==> src/rtl/wb_port_arbiter8.sv <==
// Purpose : round-robin owner arbiter for one shared write-back port, eight requesters.
// Latency : a request sampled in IDLE is granted one cycle later; a release drops the grant one cycle later.
// Backpress: no stall path; the owner holds the port while its req stays high, and all other requesters wait.
//
// Ports:
//   clk          core clock, rising edge
//   rst_n        asynchronous active-low reset
//   req[7:0]     per-requester port request, held high while the port is in use
//   grant_valid  a grant is active
//   grant_idx    index of the current owner (0 when no grant)
//   grant[7:0]   one-hot select of the owner (8'h00 when no grant)
//   timeout      one-cycle pulse after a forced release
//
// Optional feature macro: ARB_TIMEOUT_EN. When defined, a grant is revoked after
// MAX_HOLD consecutive cycles. When undefined, a grant is held until the owner
// releases it, and timeout is tied low.

module wb_port_arbiter8 #(
    parameter int MAX_HOLD = 16
) (
    input  logic       clk,
    input  logic       rst_n,
    input  logic [7:0] req,
    output logic       grant_valid,
    output logic [2:0] grant_idx,
    output logic [7:0] grant,
    output logic       timeout
);

    if (MAX_HOLD < 1 || MAX_HOLD > 255) begin : g_bad_max_hold
        $error("wb_port_arbiter8: MAX_HOLD must be in 1..255");
    end

    typedef enum logic {
        IDLE = 1'b0,
        BUSY = 1'b1
    } state_t;

    state_t     state;
    state_t     state_nxt;
    logic [2:0] ptr;
    logic [2:0] ptr_nxt;
    logic       grant_valid_nxt;
    logic [2:0] grant_idx_nxt;
    logic [7:0] grant_nxt;
    logic [2:0] win_idx;
    logic [2:0] cand;

`ifdef ARB_TIMEOUT_EN
    localparam int CW = $clog2(MAX_HOLD + 1);
    logic [CW-1:0] hold_cnt;
    logic [CW-1:0] hold_cnt_nxt;
    logic          timeout_q;
    logic          timeout_nxt;
    logic          hold_expired;

    // hold_cnt reads 1 in the first granted cycle, so the grant stays visible for
    // exactly MAX_HOLD cycles before the forced release.
    assign hold_expired = (hold_cnt == CW'(MAX_HOLD));
    assign timeout      = timeout_q;
`else
    assign timeout = 1'b0;
`endif

    // Round-robin pick: scan ptr, ptr+1, ... , ptr+7 (mod 8). The scan runs from
    // the farthest offset down, so the nearest requesting index is written last and wins.
    always_comb begin
        win_idx = 3'd0;
        cand    = 3'd0;
        for (int k = 7; k >= 0; k--) begin
            cand = ptr + 3'(k);
            if (req[cand]) begin
                win_idx = cand;
            end
        end
    end

    always_comb begin
        state_nxt       = state;
        ptr_nxt         = ptr;
        grant_valid_nxt = grant_valid;
        grant_idx_nxt   = grant_idx;
        grant_nxt       = grant;
`ifdef ARB_TIMEOUT_EN
        hold_cnt_nxt    = hold_cnt;
        timeout_nxt     = 1'b0;
`endif
        case (state)
            IDLE: begin
                if (|req) begin
                    state_nxt       = BUSY;
                    grant_valid_nxt = 1'b1;
                    grant_idx_nxt   = win_idx;
                    grant_nxt       = 8'd1 << win_idx;
                    // The pointer moves past the winner so it has lowest priority next time.
                    ptr_nxt         = win_idx + 3'd1;
`ifdef ARB_TIMEOUT_EN
                    hold_cnt_nxt    = CW'(1);
`endif
                end
            end
            BUSY: begin
                // Only the owner's bit is observed here; other requesters wait for IDLE.
                if (!req[grant_idx]) begin
                    state_nxt       = IDLE;
                    grant_valid_nxt = 1'b0;
                    grant_idx_nxt   = 3'd0;
                    grant_nxt       = 8'h00;
`ifdef ARB_TIMEOUT_EN
                    hold_cnt_nxt    = '0;
                end else if (hold_expired) begin
                    state_nxt       = IDLE;
                    grant_valid_nxt = 1'b0;
                    grant_idx_nxt   = 3'd0;
                    grant_nxt       = 8'h00;
                    hold_cnt_nxt    = '0;
                    timeout_nxt     = 1'b1;
                end else if (hold_cnt != {CW{1'b1}}) begin
                    hold_cnt_nxt    = hold_cnt + CW'(1);
`endif
                end
            end
            default: begin
                state_nxt       = IDLE;
                grant_valid_nxt = 1'b0;
                grant_idx_nxt   = 3'd0;
                grant_nxt       = 8'h00;
            end
        endcase
    end

    always_ff @(posedge clk or negedge rst_n) begin
        if (!rst_n) begin
            state       <= IDLE;
            ptr         <= 3'd0;
            grant_valid <= 1'b0;
            grant_idx   <= 3'd0;
            grant       <= 8'h00;
        end else begin
            state       <= state_nxt;
            ptr         <= ptr_nxt;
            grant_valid <= grant_valid_nxt;
            grant_idx   <= grant_idx_nxt;
            grant       <= grant_nxt;
        end
    end

`ifdef ARB_TIMEOUT_EN
    always_ff @(posedge clk or negedge rst_n) begin
        if (!rst_n) begin
            hold_cnt  <= '0;
            timeout_q <= 1'b0;
        end else begin
            hold_cnt  <= hold_cnt_nxt;
            timeout_q <= timeout_nxt;
        end
    end
`endif

endmodule
==> config.mk <==
export PLATFORM = sky130hd
export DESIGN_NAME = wb_port_arbiter8
export DESIGN_NICKNAME = d
export VERILOG_FILES = /design/src/rtl/wb_port_arbiter8.sv
export SDC_FILE = /design/constraint.sdc
export NUM_CORES = 1
export LEC_CHECK = 0
export CAP_MARGIN = 20
export CORE_ASPECT_RATIO = 1.75
export CORE_MARGIN = 1
export CORE_UTILIZATION = 35
export DETAILED_ROUTE_END_ITERATION = 16
export PLACE_DENSITY_LB_ADDON = 0.1
export REMOVE_ABC_BUFFERS = 1
export SYNTH_ARGS = -nofsm -noshare
export SYNTH_HDL_FRONTEND = slang
export SYNTH_SLANG_ARGS = --single-unit
==> constraint.sdc <==
create_clock -name clk -period 5.4 [get_ports clk]
set_input_delay 0.81 -clock clk [delete_from_list [all_inputs] [get_ports clk]]
set_output_delay 0.81 -clock clk [all_outputs]
set_load 0.03 [all_outputs]
Word-level counts from Yosys, hierarchy flattened

Index checks and enable logic that the tools add are counted.

Input bits: 10
Output and inout bits: 13
Bits in writable memories: 0
Register bits after elaboration: 16
Bits in read-only memories: 0
Logic and storage cells: 67
Memories kept: 0
Bits in latches: 0

Equal/unequal tests: 2
Shift operators: 1
Divide/modulo/power cells: 0
Order comparisons: 9
Multiplexer cells: 38
Bitwise gates (word level): 1
Add/subtract/negate cells: 8
$mul: 0
Reductions and logical operators: 3

Operators by type and width:

| cell                  | count |
|---|---|
| $lt A3 B4 Y1 const B  | 9 |
| $mux W3               | 10 |
| $bmux W1 S3           | 9 |
| $mux W8               | 2 |
| $pmux W8 S2           | 1 |
| $mux W1               | 13 |
| $add A3 B3 Y3 const B | 4 |
| $reduce_or A8 Y1      | 1 |
| $shl A1 B3 Y8 const A | 1 |
| $add A3 B1 Y3 const B | 2 |
| $add A3 B2 Y3 const B | 2 |
| $pmux W3 S2           | 1 |
| $ne A2 B2 Y1 const B  | 2 |
| $pmux W1 S2           | 2 |
| $reduce_and A2 Y1     | 2 |
| $not A1 Y1            | 1 |

Longest topological paths before layout

Depth after elaboration: 14
Gate-level depth with buffers: 15
Mapped depth without buffers: 12

Worst setup path after synthesis

No wires, ideal clock.

Path type: reg2reg
From: register ptr[1]
To: register ptr[2]
Buffers on the path: 2
Required time: 5267 ps
Arrival time: 3319 ps
Stages on the path, launching flop included: 15
Path slack: 1948 ps
Setup time: 133 ps
Path through: dfrtp_1 > buf_2 > clkinv_1 > ha_1 > clkbuf_1 > mux4_2 > mux2_2 > or2_1 > a211o_1 > o2111ai_1 > inv_1 > ha_1 > ha_1 > nand2_1 > o21ai_0

Cells in the longest elaborated chain, start to end: 12
Elaborated cells on any way between the ends: 32

RTL lines:

| item                          | RTL line | text |
|---|---|---|
| start: declaration            | 41       | `logic [2:0] ptr;` |
| start signal: assignment      | 141      | `ptr <= ptr_nxt;` |
| $add A3 B3 Y3                 | 71       | `cand = ptr + 3'(k);` |
| $bmux W1 S3                   | 72       | `if (req[cand]) begin` |
| $mux W1 (implied by the code) | 72       |  |
| $mux W3 (7 in a row)          | 72       |  |
| $mux W3 (*)                   | 72       |  |
| $add A3 B1 Y3 (*)             | 96       | `ptr_nxt = win_idx + 3'd1;` |

Mark *: on every way between the ends. The rest lies on a longest branch, timed or not. The select of a mux whose other input is x is not followed.
A chain may end at the register's enable or synchronous reset.

Worst setup path in the final report

From: register ptr[0]
To: register ptr[2]

The elaborated chain is that of the path after synthesis.

==> results.py <==
metrics = {
    "detailed_routing": {
        "routed_wl_um": 4070,
        "drt-initial-drc-count": 37,
        "drc": 0,
        "vias_per_cell": 6.01,
        "wl_per_cell_um": 18.6,
        "drtAntennaViolNets": 0,
        "vias": 1317,
        "dr.pass1.iters": 4,
    },
    "timing": {
        "fin_crit_sh_pct": 72.0,
        "clock.fmax_ghz": 0.257,
        "clock_skew_ns": 0.00226,
        "post-route-min-period_ns": 3.89,
        "tightestPinTransition_ns": 0.848,
        "timing.final.max_slew_violations": 0,
        "setup-tns-final_ns": 0,
        "hold_viol": 0,
        "slew_headroom_pct": 43.5,
        "grt_setup_unrepaired": "no",
        "finalSetupViolCount": 0,
    },
    "critical_path": {
        "r2r_cells": 12,
        "rr_endpoint": "ptr[2]",
        "critPathKind": "flip-flop to flip-flop",
        "cp-start-kind": "flip-flop",
        "rrSetupSlack_ns": 1.51,
        "worstReg2RegStart": "ptr[0]",
        "cp_max_fo": 20,
        "crit_required_ns": 5.52,
        "crit_path_end_kind": "flip-flop",
        "worstPathArrival_ns": 4.01,
    },
    "logic_synthesis": {
        "synth_edf_count": 0,
        "synth_cell_type_count": 45,
        "ys_ff_latch": 16,
        "yosysSeqAreaShare_pct": 26.1,
        "ys_warn_count": 0,
        "ys.flop_type": "dfrtp_1",
        "synth.avg_cell_area_um2": 10.0,
        "synth_area_um2": 1530,
        "netlist_instances": 153,
        "ys_async_sr_fraction_pct": 100,
    },
    "outcome": {
        "outcome": "finished clean",
    },
    "clock_network": {
        "cts_hold_buf": 0,
        "cts_max_path_buffers": 2,
        "clk_pin_slew_ns": 0.06,
        "cts_resized": 0,
        "cts_tree": "built",
        "insertion_delay_ns": 0.24,
        "cts_buffers": 3,
        "htreeDepth": 1,
        "cts-root-buf": "clkbuf_8",
        "cts.sinks": 16,
        "postCtsSetupRepairBufs": 0,
    },
    "flow_run": {
        "drv_cap": 0,
    },
    "final_layout": {
        "seq_area_um2": 400,
        "fillerInstances": 384,
        "multi_input_area_um2": 1050,
        "fin_nets": 189,
        "layout-drive-gt1-share_pct": 14.1,
        "area_growth_pct": 17.9,
        "diodes": 0,
    },
    "placed_design": {
        "place.port_buffers": 21,
        "place_hpwl_um": 3170,
        "place_congestion": 0.949,
    },
    "die": {
        "pin_count": 23,
        "start_util_pct": 37.0,
        "die_height_um": 89.6,
        "core.rowCount": 31,
        "dieArea_um2": 4660,
        "dieWidth_um": 52.0,
        "core_area_um2": 4150,
    },
    "worst_hold_path": {
        "hold_start": "grant[3]",
        "holdPathEnd": "grant[3]",
        "whs_path_depth": 2,
        "hp-class": "flip-flop to flip-flop",
    },
    "global_routing": {
        "grt_usage_pct": 19.6,
        "antenna_found_initial": 0,
        "grt_overflow_total": 0,
        "grt_max_degree": 21,
        "grt_pass1_wl_um": 6800,
        "grt_pass1_vias": 1416,
    },
}
[registers in the layout, indices dropped and copies added (netlist names)]
register / cells
grant: 8
grant_idx: 3
ptr: 3
grant_valid: 1
state: 1
[stage by stage]
step | instances | area, um2 | util [%] | hold slack, ns | setup WS (ns)
2_1_floorplan | 145 | 1490 | - | 0.513 | 1.97
3_3_place_gp | 216 | 1770 | 42.6 | 0.465 | 1.59
3_5_place_dp | 216 | 1770 | 42.6 | 0.471 | 1.51
4_1_cts | 219 | 1810 | 43.6 | 0.484 | 1.51
5_1_grt | 219 | 1810 | 43.6 | 0.501 | 1.23
6_report | 219 | 1810 | 43.6 | 0.481 | 1.51
[metal layers]
metal	routed length (um)	GRT usage [%]
met5	0	0
met2	2250	35.7
met3	107	1.35
met1	1570	22.0
met4	142	11.1
[cell usage after synthesis (2+ instances only)]
cell type,count,area (um2)
nand2_1,19,71.3
dfrtp_1,16,400
inv_1,9,33.8
mux2_2,9,101
o21ai_0,9,45.0
a21oi_1,8,40.0
nor2_1,8,30.0
ha_1,7,87.6
mux4_2,7,158
mux4_1,5,131
mux2i_1,4,40.0
a211oi_1,3,22.5
a221oi_1,3,26.3
a32o_1,3,30.0
buf_2,3,15.0
clkbuf_1,3,11.3
nor4_1,3,18.8
a211o_1,2,17.5
a22o_1,2,17.5
a22oi_1,2,15.0
nand3_1,2,10.0
nor2b_1,2,12.5
xnor2_1,2,17.5
[cell usage in the layout, fill, tap and decap left out, types with 3 or more instances in the layout]
| cell type | count |
|---|---|
| a211oi_1 | 3 |
| a21oi_1 | 8 |
| a221oi_1 | 3 |
| a32o_1 | 3 |
| clkbuf_8 | 3 |
| clkdlybuf4s50_1 | 21 |
| dfrtp_1 | 16 |
| ha_1 | 7 |
| inv_1 | 9 |
| mux2_2 | 9 |
| mux2i_1 | 4 |
| mux4_1 | 5 |
| mux4_2 | 7 |
| nand2_1 | 19 |
| nor2_1 | 8 |
| nor4_1 | 3 |
| o21ai_0 | 9 |
[area by class of cell]
| type | count | area share, % |
|---|---|---|
| Tap cell | 49 | 3.39 |
| Timing Repair Buffer | 22 | 12.0 |
| Sequential cell | 16 | 22.1 |
| Clock buffer | 3 | 2.28 |
| Inverter | 10 | 2.07 |
| Multi-Input combinational cell | 119 | 58.1 |
[how the worst max path moves through the flow]
stage	from	to	slack [ns]	depth (start not counted)
after global placement	req[1]	ptr[2]	1.59	11
after global routing	ptr[0]	ptr[2]	1.23	11
after detailed placement	ptr[0]	ptr[2]	1.51	12
after floorplan	ptr[0]	ptr[2]	1.97	12
after CTS	ptr[0]	ptr[2]	1.51	12
final	ptr[0]	ptr[2]	1.51	12
[worst max-delay path, stage by stage (launching register included)]
cell and delay, ns:
dfrtp_1 0.89, inv_1 0.20, ha_1 0.50, mux4_1 0.42, mux2_2 0.34, or2_1 0.26, a211o_1 0.23, o2111ai_1 0.15
inv_1 0.12, ha_1 0.25, ha_1 0.27, nand2_1 0.05, o21ai_0 0.06
[cell families after synthesis]
| kind of cell | count (synthesis) | share of synthesized area, % |
|---|---|---|
| flops | 16 | 26.1 |
| mux | 25 | 28.1 |
| compound gates | 43 | 20.6 |
| fa+ha+maj | 7 | 5.71 |
| simple gates | 40 | 12.2 |
| other cells | 1 | 0.244 |
| xor+xnor | 3 | 1.71 |
| buf+inv | 18 | 5.38 |
Power is not shown: default switching activity piles up to over one toggle a cycle in this logic, so the estimate is an artifact.
